<file path="config.mk">
export PLATFORM = sky130hd
export DESIGN_NAME = noc_traffic_gen_flat
export DESIGN_NICKNAME = d
export VERILOG_FILES = /design/src/rtl/noc_traffic_gen_if.sv /design/src/rtl/noc_traffic_gen.sv /design/src/flat_wrapper.sv
export SDC_FILE = /design/constraint.sdc
export NUM_CORES = 1
export LEC_CHECK = 0
export CELL_PAD_IN_SITES_DETAIL_PLACEMENT = 2
export CELL_PAD_IN_SITES_GLOBAL_PLACEMENT = 2
export CORE_ASPECT_RATIO = 1.4
export CORE_UTILIZATION = 35
export CTS_CLUSTER_DIAMETER = 60
export DETAILED_ROUTE_END_ITERATION = 7
export DONT_BUFFER_PORTS = 1
export GPL_TIMING_DRIVEN = 0
export PLACE_DENSITY = 0.81
export SKIP_CTS_REPAIR_TIMING = 1
export SYNTH_ARGS = -nofsm -noshare
export SYNTH_HDL_FRONTEND = slang
export SYNTH_SLANG_ARGS = --single-unit
export TNS_END_PERCENT = 50
</file>
<file path="constraint.sdc">
create_clock -name clk -period 3.7 [get_ports clk]
set_input_delay 0.74 -clock clk [delete_from_list [all_inputs] [get_ports clk]]
set_output_delay 0.74 -clock clk [all_outputs]
set_load 0.05 [all_outputs]
</file>
<file path="src/rtl/noc_traffic_gen_if.sv">
// noc_traffic_gen_if: flit stream with a valid/ready handshake.
// master drives flit_out/flit_valid, slave drives flit_ready.
interface noc_traffic_gen_if #(
    parameter int FLIT_W = 64
);
    logic [FLIT_W-1:0] flit_out;
    logic              flit_valid;
    logic              flit_ready;

    modport master (
        output flit_out,
        output flit_valid,
        input  flit_ready
    );

    modport slave (
        input  flit_out,
        input  flit_valid,
        output flit_ready
    );
endinterface

</file>
<file path="src/rtl/noc_traffic_gen.sv">
// noc_traffic_gen: synthetic wormhole packet source for a NoC injection port.
// Ports: clk, reset (sync, active-high), enable, pkt_len, dest_mode,
//   fixed_dest, inj_gap, tx (flit_out/flit_valid/flit_ready master),
//   pkt_done (pulse after tail), pkt_count, busy.
// Flit layout: {type[1:0], dest, ts, payload}; all outputs registered.
module noc_traffic_gen #(
    parameter int          FLIT_W    = 64,
    parameter int          DEST_W    = 8,
    parameter int          TS_W      = 22,
    parameter int          NUM_DEST  = 16,
    parameter logic [31:0] LFSR_SEED = 32'h0000_0001
) (
    input  logic              clk,
    input  logic              reset,
    input  logic              enable,
    input  logic [7:0]        pkt_len,
    input  logic [1:0]        dest_mode,
    input  logic [DEST_W-1:0] fixed_dest,
    input  logic [7:0]        inj_gap,
    noc_traffic_gen_if.master tx,
    output logic              pkt_done,
    output logic [31:0]       pkt_count,
    output logic              busy
);
    localparam int PAY_W = FLIT_W - 2 - DEST_W - TS_W;
    localparam int SEL_W = (NUM_DEST > 1) ? $clog2(NUM_DEST) : 1;
    localparam logic [31:0] SEED = (LFSR_SEED == 32'd0) ? 32'd1 : LFSR_SEED;

    localparam logic [1:0] T_BODY   = 2'b00;
    localparam logic [1:0] T_HEAD   = 2'b01;
    localparam logic [1:0] T_TAIL   = 2'b10;
    localparam logic [1:0] T_SINGLE = 2'b11;

    typedef enum logic [1:0] {
        S_IDLE,
        S_HEAD,
        S_BODY,
        S_GAP
    } state_t;

    state_t            state;
    state_t            state_nx;
    logic [TS_W-1:0]   ts_cnt;
    logic [31:0]       lfsr;
    logic [31:0]       lfsr_nx;
    logic [SEL_W-1:0]  rr_ptr;
    logic [7:0]        len_q;
    logic [7:0]        idx;
    logic [7:0]        gap_cnt;
    logic [DEST_W-1:0] pkt_dest;
    logic [TS_W-1:0]   pkt_ts;
    logic [DEST_W-1:0] new_dest;
    logic [7:0]        len_in;
    logic              xfer;
    logic              last;
    logic              load_head;
    logic              load_next;
    logic              tail_xfer;

    assign xfer   = tx.flit_valid && tx.flit_ready;
    assign len_in = (pkt_len == 8'd0) ? 8'd1 : pkt_len;
    assign last   = (idx == len_q - 8'd1);

    // The LFSR only moves on a transfer; the next flit's payload is taken
    // from the post-transfer value so it matches LFSR while presented.
    assign lfsr_nx = xfer ? {lfsr[30:0], lfsr[31] ^ lfsr[21] ^ lfsr[1] ^ lfsr[0]}
                          : lfsr;

    always_comb begin
        new_dest = fixed_dest;
        case (dest_mode)
            2'd1:    new_dest = (NUM_DEST > 1) ? DEST_W'(rr_ptr) : '0;
            2'd2:    new_dest = (NUM_DEST > 1) ? DEST_W'(lfsr_nx[SEL_W-1:0]) : '0;
            default: new_dest = fixed_dest;
        endcase
    end

    always_ff @(posedge clk) begin
        if (reset) begin
            state <= S_IDLE;
        end else begin
            state <= state_nx;
        end
    end

    always_comb begin
        state_nx  = state;
        load_head = 1'b0;
        load_next = 1'b0;
        tail_xfer = 1'b0;
        unique case (state)
            S_IDLE: begin
                if (enable) begin
                    state_nx  = S_HEAD;
                    load_head = 1'b1;
                end
            end
            S_HEAD, S_BODY: begin
                if (xfer) begin
                    if (last) begin
                        tail_xfer = 1'b1;
                        if (inj_gap != 8'd0) begin
                            state_nx = S_GAP;
                        end else if (enable) begin
                            state_nx  = S_HEAD;
                            load_head = 1'b1;
                        end else begin
                            state_nx = S_IDLE;
                        end
                    end else begin
                        state_nx  = S_BODY;
                        load_next = 1'b1;
                    end
                end
            end
            S_GAP: begin
                if (gap_cnt == 8'd0) begin
                    if (enable) begin
                        state_nx  = S_HEAD;
                        load_head = 1'b1;
                    end else begin
                        state_nx = S_IDLE;
                    end
                end
            end
            default: state_nx = S_IDLE;
        endcase
    end

    always_ff @(posedge clk) begin
        if (reset) begin
            ts_cnt        <= '0;
            lfsr          <= SEED;
            rr_ptr        <= '0;
            len_q         <= 8'd1;
            idx           <= 8'd0;
            gap_cnt       <= 8'd0;
            pkt_dest      <= '0;
            pkt_ts        <= '0;
            tx.flit_out   <= '0;
            tx.flit_valid <= 1'b0;
            pkt_done      <= 1'b0;
            pkt_count     <= 32'd0;
            busy          <= 1'b0;
        end else begin
            ts_cnt        <= ts_cnt + TS_W'(1);
            lfsr          <= lfsr_nx;
            pkt_done      <= tail_xfer;
            busy          <= (state_nx != S_IDLE);
            tx.flit_valid <= (state_nx == S_HEAD) || (state_nx == S_BODY);
            if (tail_xfer) begin
                pkt_count <= pkt_count + 32'd1;
                gap_cnt   <= inj_gap - 8'd1;
            end else if (state == S_GAP && gap_cnt != 8'd0) begin
                gap_cnt <= gap_cnt - 8'd1;
            end
            if (load_head) begin
                len_q    <= len_in;
                idx      <= 8'd0;
                pkt_dest <= new_dest;
                pkt_ts   <= ts_cnt;
                if (dest_mode == 2'd1) begin
                    rr_ptr <= rr_ptr + SEL_W'(1);
                end
                tx.flit_out <= {(len_in == 8'd1) ? T_SINGLE : T_HEAD,
                                new_dest, ts_cnt, lfsr_nx[PAY_W-1:0]};
            end else if (load_next) begin
                idx         <= idx + 8'd1;
                tx.flit_out <= {(idx + 8'd1 == len_q - 8'd1) ? T_TAIL : T_BODY,
                                pkt_dest, pkt_ts, lfsr_nx[PAY_W-1:0]};
            end
        end
    end
endmodule

</file>
<file path="src/flat_wrapper.sv">
// flat-port wrapper written by rule: the top's interface ports become plain ports
module noc_traffic_gen_flat 
#(
    parameter int          FLIT_W    = 64,
    parameter int          DEST_W    = 8,
    parameter int          TS_W      = 22,
    parameter int          NUM_DEST  = 16,
    parameter logic [31:0] LFSR_SEED = 32'h0000_0001
)
  (clk, reset, enable, pkt_len, dest_mode, fixed_dest, inj_gap, pkt_done, pkt_count, busy, tx_flit_out, tx_flit_valid, tx_flit_ready);
  noc_traffic_gen_if #(.FLIT_W(FLIT_W)) tx_i ();
  input  logic clk;
  input  logic reset;
  input  logic enable;
  input  logic [7:0] pkt_len;
  input  logic [1:0] dest_mode;
  input  logic [DEST_W-1:0] fixed_dest;
  input  logic [7:0] inj_gap;
  output logic pkt_done;
  output logic [31:0] pkt_count;
  output logic busy;
  output wire logic [$bits(tx_i.flit_out)-1:0] tx_flit_out;
  output wire logic [$bits(tx_i.flit_valid)-1:0] tx_flit_valid;
  input wire logic [$bits(tx_i.flit_ready)-1:0] tx_flit_ready;
  assign tx_flit_out = tx_i.flit_out;
  assign tx_flit_valid = tx_i.flit_valid;
  assign tx_i.flit_ready = tx_flit_ready;
  noc_traffic_gen #(.FLIT_W(FLIT_W), .DEST_W(DEST_W), .TS_W(TS_W), .NUM_DEST(NUM_DEST), .LFSR_SEED(LFSR_SEED)) u_core (.clk(clk), .reset(reset), .enable(enable), .pkt_len(pkt_len), .dest_mode(dest_mode), .fixed_dest(fixed_dest), .inj_gap(inj_gap), .tx(tx_i), .pkt_done(pkt_done), .pkt_count(pkt_count), .busy(busy));
endmodule
</file>
# Word-level counts from Yosys, hierarchy flattened

Cells that the tools add are included.

Eq/ne operators: 10
Mux-type cells: 28
Divide/modulo/power cells: 0
Shifts and indexed selects: 0
Reductions and logical operators: 14
Add/subtract/negate cells: 7
Bitwise logic cells: 3
Magnitude comparators: 0
Multiply operators: 0

Operator list:

| operator                                          | number |
|---|---|
| 2-to-1 mux 64 bit                                 | 2 |
| adder 32 x 1 -> 32 bit (second input constant)    | 1 |
| 2-to-1 mux 32 bit                                 | 1 |
| 2-to-1 mux 8 bit                                  | 3 |
| subtractor 8 x 1 -> 8 bit (second input constant) | 3 |
| adder 22 x 1 -> 22 bit (second input constant)    | 1 |
| == test 8 bit                                     | 2 |
| logical NOT 8 bit                                 | 2 |
| one-hot mux 8 bit (2 select lines)                | 1 |
| nonzero test 8 bit                                | 2 |
| 2-to-1 mux 2 bit                                  | 7 |
| 2-to-1 mux 1 bit                                  | 12 |
| adder 8 x 1 -> 8 bit (second input constant)      | 1 |
| == test 2 bit (second input constant)             | 4 |
| == test 8 x 1 -> 1 bit (second input constant)    | 1 |
| == test 2 x 1 -> 1 bit (second input constant)    | 3 |
| one-hot mux 2 bit (3 select lines)                | 1 |
| nonzero test 2 bit                                | 3 |
| adder 4 x 1 -> 4 bit (second input constant)      | 1 |
| OR reduction 2 bit                                | 2 |
| one-hot mux 1 bit (3 select lines)                | 1 |
| XOR 1 bit                                         | 3 |
| logical AND 1 bit                                 | 2 |
| logical NOT 2 bit                                 | 1 |
| 2 further kinds                                   | 2 |

Memories: 0
Latch bits: 0
RAM bits: 0
Output and inout port bits: 99
Memory bits (read-only): 0
Register bits: 213

# Longest topological paths before layout

Gate-level depths: netlist of run 1.

Depth after elaboration: 7
Gate-level depth with buffers: 15
Gate-level depth less buffers: 14

# Worst setup path after synthesis of run 1

Ideal clock, no wire load.

Path kind: reg-to-reg
From: register u_core.len_q[0]
To: register u_core.gap_cnt[6]
Cell stages (with the launch flop): 15
Buffers on the path: 1
Period minus slack after synthesis: 3595 ps
Path slack: 105 ps
Arrival: 3510 ps
Path through: dfxtp_1 -> inv_1 -> ha_1 -> or3b_4 -> nor3_2 -> xnor2_1 -> or4_1 -> buf_2 -> nor3_2 -> mux2i_1 -> ha_1 -> nand3_1 -> or3_1 -> xor2_1 -> a211oi_1

Word-level cells in the longest chain between the ends: 6
Elaborated cells between the ends (all ways): 7

RTL lines:

| element                                                       | line                   | RTL |
|---|---|---|
| start: declaration                                            | noc_traffic_gen.sv:47  | `logic [7:0] len_q;` |
| start signal: assignment                                      | noc_traffic_gen.sv:158 | `len_q <= len_in;` |
| subtractor 8 x 1 -> 8 bit *                                   | noc_traffic_gen.sv:62  | `assign last = (idx == len_q - 8'd1);` |
| == test 8 bit *                                               | noc_traffic_gen.sv:62  |  |
| 2-to-1 mux 1 bit *                                            | noc_traffic_gen.sv:100 | `if (last) begin` |
| 2-to-1 mux 1 bit *                                            | noc_traffic_gen.sv:99  | `if (xfer) begin` |
| 2-to-1 mux 1 bit *                                            | noc_traffic_gen.sv:91  | `unique case (state)` |
| 2-to-1 mux 8 bit / nonzero test 2 bit (equally long branches) | n/a                    |  |
| end signal: assignment                                        | noc_traffic_gen.sv:153 | `gap_cnt <= inj_gap - 8'd1;` |
| end signal: assignment                                        | noc_traffic_gen.sv:155 | `gap_cnt <= gap_cnt - 8'd1;` |
| end: declaration                                              | noc_traffic_gen.sv:49  | `logic [7:0] gap_cnt;` |

Mark *: on every way between the ends. The rest lies on a longest branch, timed or not.
A chain may end at the register's enable or synchronous reset.

# Final worst setup path of run 1

Same ends and word-level chain as after synthesis.

==> metrics, run 1 <==
Ys Warns 0; grt ovf 0; share of power burned in registers ~47%; Die ar. ~27,000 µm²; GRT Util Overall a little under a quarter; crit path launch type register; CORE AREA between 20,000 and 30,000 µm²; Worst VDD drop 0.373 mV; placed insts 1,381; Sw Share 29.1%; register area 4270 µm²; Cell Int Power 4.11 mW; Post-synth EDFFs 0; antenna violations before repair 0; CTS root buf clkbuf_16; Synth async-reset ratio 0%; final core utilization 41.1%; vias 8,174; RSZ-0062 raised after global routing true; Port Buf Inserts 0; Die X 140 µm; Syn Nets around 1,100; Post-Syn Area between 9000 and 10,000 µm²; CTS H-tree depth 1; Mean Syn Cell Area between 8 and 9 µm²; share of layout cells above drive strength 1 8.25%; global-route wire length before repair 49,900 µm; CTS max path bufs 3; Setup crit end kind register; WS Path Type reg2reg; area grow syn2layout 15.7%; status finished, violations left; largest net degree at the start of global routing 13; synthesis-stage register bit count 213; Detailed Route Iter0 Violations 257; Period Utilization, post-route 101%; WP data arrival 4.17 ns; gr busiest metal met2; relative slew slack 37.2%; post-route ant nets 0; Final WS setup -0.0403 ns; Leak 3.82 nW; post-synth top area cell dfxtp_1; IO Pins around 130; failing checks negative setup slack; post-layout min period 3.74 ns; Clk network pwr share 43.0%; multi-input combinational cell area 4760 µm²; Slew Limit Fails 0; main flop type after synthesis dfxtp_1; # setup viols final 2; Finished Layout Cells 1,439; Post-route DRC 0; Initial Util 35.5%; Synth area leaders dfxtp_1 46%, mux2i_1 7.0%, nor2_1 5.6%; Final #Nets between 1,000 and 1,500; DP Area 9680 µm²; final wirelength around 32,000 µm; Distinct cells, synth 54; max cap viols 0; R2R Setup Slk -0.04 ns; cells after synthesis 1,057; sw power 1.68 mW; commonest cells in the synthesized netlist 213 x dfxtp_1, 138 x nor2_1, 108 x nand2_1, 65 x mux2i_1, 64 x clkbuf_1; vias in the first global route just over 9,000; Pre-antenna DRT Iters 4; Hold Vio Cnt, Final 0; Die H 195 µm; CP Data Required Time 4.13 ns; total design power 5.79 mW; Seq/Total Area, Yosys a little under half; crit-path cells inv_4, ha_4, or3b_4, nor3_4, xnor2_4, or4_4, buf_6, nor3_4, buf_6, mux2i_2, ha_2, nand3_2, or3_4, xor2_1, a211oi_1; highest clock rate about 0.27 GHz; CP max stage cell or4_4; Pwr Density between 500 and 600 nW/µm²; number of antenna diodes 0; CTS tree done; mean number of vias per cell 5.68; met1 usage 23.5%; GP Congestion 0.780; Least-Margin Pin Slew around 0.94 ns; combinational share of power 10.1%; top cell type's share of synthesized area 46.0%; CTS buffer count 24; CTS sink cnt 213; Clock Pin Slew Worst Setup and Hold Paths 0.06 ns; final instance area between 10,000 and 15,000 µm²; wire length per cell roughly 22 µm; Crit Path Max Fanout 7; HPWL after DPL 22,700 µm; most common cell in the synthesized netlist dfxtp_1; GR Layer Usage met3 6.04%; pre-CTS setup slack -0.608 ns; Hold Crit Class in2reg; met2 usage around 45%; Rows 70; Skew-Pair Late Insertion Delay 0.53 ns; setup skew after layout about 0.0097 ns; Slowest Stage Delay on Critical Path 0.52 ns; # fillers ~2,900
-- final cells by class --
cell class              instances  area share (%)
plain buffers                  73            2.75
clock buffers                  37            6.90
clock inverters                 6           0.746
inverters                      17           0.618
multi-input cells             754            44.3
flip-flops and latches        213            39.8
well taps                     324            3.78
repair buffers                 15            1.08
-- final timing paths --
check / from / end / depth (start not counted)
worst max register to register: u_core.len_q[0] / u_core.gap_cnt[6] / 15
worst min register to register: u_core.pkt_dest[5] / u_core.pkt_dest[5] / 2
worst min-delay path: inj_gap[0] / u_core.gap_cnt[0] / 1
worst max-delay path: u_core.len_q[0] / u_core.gap_cnt[6] / 15
-- critical path, delay by kind of cell (launching register included) --
kind                       cells  cell delay, ns
AOI/OAI and AO/OA              1            0.19
xor gates and xnor gates       2            0.27
adders and majority gates      2            0.37
buffers and inverters          3            0.37
DFF                            1            0.38
muxes                          1            0.22
and+or+nand+nor                6            1.85
-- cell families (layout without fill, tap and decap cells) --
| family | Yosys count | in the layout | synth area share, % |
|---|---|---|---|
| flip-flops | 213 | 213 | 46.0 |
| AO/OA/AOI/OAI | 185 | 185 | 13.2 |
| multiplexers | 71 | 71 | 7.74 |
| adder cells (fa/ha/maj) | 11 | 11 | 1.48 |
| XOR/XNOR | 57 | 57 | 5.61 |
| buffers and inverters | 90 | 148 | 3.78 |
| AND/OR/NAND/NOR | 430 | 430 | 22.2 |
-- flip-flops by register name (all words and copies together), names as in the netlist --
name,count
u_core.rr_ptr,4
u_core.state,2
u_core.gap_cnt,8
u_core.pkt_ts,22
u_core.idx,8
u_core.lfsr,32
u_core.tx.flit_out,64
u_core.len_q,8
u_core.busy,1
u_core.tx.flit_valid,1
u_core.pkt_count,32
u_core.pkt_done,1
u_core.ts_cnt,22
u_core.pkt_dest,8
-- per-stage QoR --
step                      TNS (ns)  hold slack [ns]
final                      -0.0553            0.301
after global routing        -0.652            0.287
after CTS                   -10.55            0.294
after global placement      -37.92            0.439
after detailed placement    -49.47            0.451
after floorplan                  0            0.432
-- layout by cell type, fill, tap and decap left out, drive strengths merged, types with 22 or more instances in the layout --
master and instances:
mux2i 65, a21oi 55, dfxtp 213, o21ai 29
nand2 108, a311oi 27, nor3 54, xor2 30
clkbuf 101, xnor2 26, buf 24, or4 22
a211oi 37, nor2 138
-- layer usage --
metal | wire, µm | up-vias | share of wire [%]
li1 | - | 3834 | -
met1 | 11900 | 4114 | 37
met2 | 17300 | 164 | 54
met3 | 1810 | 62 | 5.6
met4 | 1090 | 0 | 3.4
met5 | 0 | - | 0
-- power by group through the flow --
stage	Sequential (mW)	Combinational [mW]	Clock, mW
after floorplan	2.73	0.380	0
after global placement	2.77	0.507	0
after detailed placement	2.77	0.530	0
after CTS	2.72	0.538	2.54
after global routing	2.73	0.640	2.63
final	2.72	0.587	2.49
Note: power is estimated with default switching activity, not from simulation.
==> inputs of run 2 (changes only) <==
- CTS_CLUSTER_SIZE: not set -> 30
==> metrics, run 2 (synthesis results as in run 1) <==
status finished, violations left (unchanged); failing checks negative setup slack (unchanged); delay-heaviest family, CP simple AND/OR/NAND/NOR gates (unchanged); CTS tree done (unchanged); crit-path cells inv_4, ha_4, or3b_4, nor3_4, xnor2_4, or4_4, buf_6, o21ai_1, nand2_1, clkbuf_1, clkbuf_1, a211oi_1 (was inv_4, ha_4, or3b_4, nor3_4, xnor2_4, or4_4, buf_6, nor3_4, buf_6, mux2i_2, ha_2, nand3_2, or3_4, xor2_1, a211oi_1); CTS sink cnt 213 (unchanged); CP max stage cell o21ai_1 (was or4_4); CTS H-tree depth 1 (unchanged); Period Utilization, post-route 103% (was 101%); Detailed Route Iter0 Violations 278 (was 257); post-route ant nets 0 (unchanged); global-route wire length before repair 49,100 µm (was 49,900 µm); largest net degree at the start of global routing 26 (was 13); HPWL after DPL 22,700 µm (unchanged); max cap viols 0 (unchanged); grt ovf 0 (unchanged); Clock Pin Slew Worst Setup and Hold Paths 0.10 ns (was 0.06 ns); Die H 195 µm (unchanged); Leak 3.70 nW (was 3.82 nW); Slew Limit Fails 0 (unchanged); Skew-Pair Late Insertion Delay 0.51 ns (was 0.53 ns); Port Buf Inserts 0 (unchanged); Least-Margin Pin Slew 0.894 ns (was 0.942 ns); number of antenna diodes 0 (unchanged); vias 8,114 (was 8,174); highest clock rate 0.263 GHz (was 0.267 GHz); share of layout cells above drive strength 1 7.80% (was 8.25%); CTS root buf clkbuf_16 (unchanged); WP data arrival 4.21 ns (was 4.17 ns); relative slew slack 40.4% (was 37.2%); WS Path Type reg2reg (unchanged); Slowest Stage Delay on Critical Path 0.55 ns (was 0.52 ns); Rows 70 (unchanged); setup skew after layout 0.0236 ns (was 0.00970 ns); IO Pins 129 (unchanged); area grow syn2layout 13.4% (was 15.7%); vias in the first global route 8,830 (was 9,106); # setup viols final 12 (was 2); final core utilization 40.3% (was 41.1%); Pre-antenna DRT Iters 4 (unchanged); GRT Util Overall 22.9% (was 23.3%); CORE AREA 26,100 µm² (unchanged); antenna violations before repair 1 (was 0); top flop regs u_core.tx.flit_out (64), u_core.lfsr (32), u_core.pkt_count (32) (unchanged); mean number of vias per cell 5.69 (was 5.68); Hold Crit Class in2reg (unchanged); crit path launch type register (unchanged); Crit path top cell by count clkbuf_1; Pwr Density 496 nW/µm² (was 539 nW/µm²); Top reg by flops u_core.tx.flit_out (unchanged); CTS max path bufs 3 (unchanged); most common cell after layout, fill and taps aside dfxtp_1 (unchanged); Die X 140 µm (unchanged); Final #Nets 1,134 (was 1,139); Post-route DRC 0 (unchanged); Crit Path Max Fanout 10 (was 7); GP Congestion 0.780 (unchanged); wire length per cell 22.3 µm (about the same); Die ar. 27,200 µm² (unchanged); Initial Util 35.5% (unchanged); most frequent cells in the layout 211 x dfxtp_1, 138 x nor2_1, 108 x nand2_1 (unchanged); pre-CTS setup slack -0.608 ns (unchanged); RSZ-0062 raised after global routing true (unchanged); post-layout min period 3.80 ns (was 3.74 ns); CTS buffer count 17 (was 24); Setup crit end kind register (unchanged); Largest register FFs 64 (unchanged); CP Data Required Time 4.11 ns (was 4.13 ns); Worst VDD drop 0.268 mV (was 0.373 mV); Final WS setup -0.0991 ns (was -0.0403 ns); final wirelength 31,900 µm (was 32,100 µm); Buf/Inv on CP 4 (was 3); Hold Vio Cnt, Final 0 (unchanged)
==> run 2: cell type report <==
| type | count | area (µm²) |
|---|---|---|
| Inverter | 17 | 68.8 |
| Sequential cell | 213 | 4270 |
| Timing Repair Buffer | 17 | 158 |
| Clock inverter | 12 | 133 |
| Fill cell | 2888 | 15600 |
| Clock buffer | 17 | 425 |
| Multi-Input combinational cell | 754 | 4760 |
| Buffer | 73 | 297 |
| Tap cell | 324 | 405 |
==> run 2: worst paths after layout <==
path / startpoint / endpoint / slack (ns) / depth (start not counted)
worst min-delay path: inj_gap[0] / u_core.gap_cnt[0] / 0.33 / 1
worst max-delay path: u_core.len_q[0] / u_core.tx.flit_out[25] / -0.1 / 12
worst max register to register: u_core.len_q[0] / u_core.tx.flit_out[25] / -0.1 / 12
worst min register to register: u_core.pkt_dest[5] / u_core.pkt_dest[5] / 0.47 / 2
==> run 2: report_power, final <==
group	leakage (nW)	internal (mW)	switching, mW
clock	0.275	0.910	1.00
sequential	1.73	2.38	0.331
combinational	1.69	0.218	0.371
==> run 2: through the flow <==
step	instances	cell area, µm²	hold slack (ns)	total power [mW]	setup TNS, ns
after global placement	1381	9680	0.439	3.27	-37.92
after CTS	1410	10200	0.321	5.22	-11.09
after detailed placement	1381	9680	0.451	3.30	-49.47
after global routing	1427	10500	0.319	5.42	-2.16
after floorplan	1057	9280	0.432	3.11	0
final	1427	10500	0.331	5.21	-0.613
==> run 2: worst register-to-register path, stage by stage (launching register included) <==
cell      delay [ns]
dfxtp_4         0.37
inv_4           0.06
ha_4            0.12
or3b_4          0.40
nor3_4          0.29
xnor2_4         0.12
or4_4           0.52
buf_6           0.14
o21ai_1         0.55
nand2_1         0.19
clkbuf_1        0.30
clkbuf_1        0.34
a211oi_1        0.32
==> run 2: metal layers <==
layer / share of wire [%] / up-vias / track usage, %
met5: 0 / - / 0
met2: 54 / 150 / 44.9
met3: 5.5 / 44 / 5.42
met4: 2.8 / 0 / 7.41
li1: - / 3819 / -
met1: 38 / 4101 / 23.5
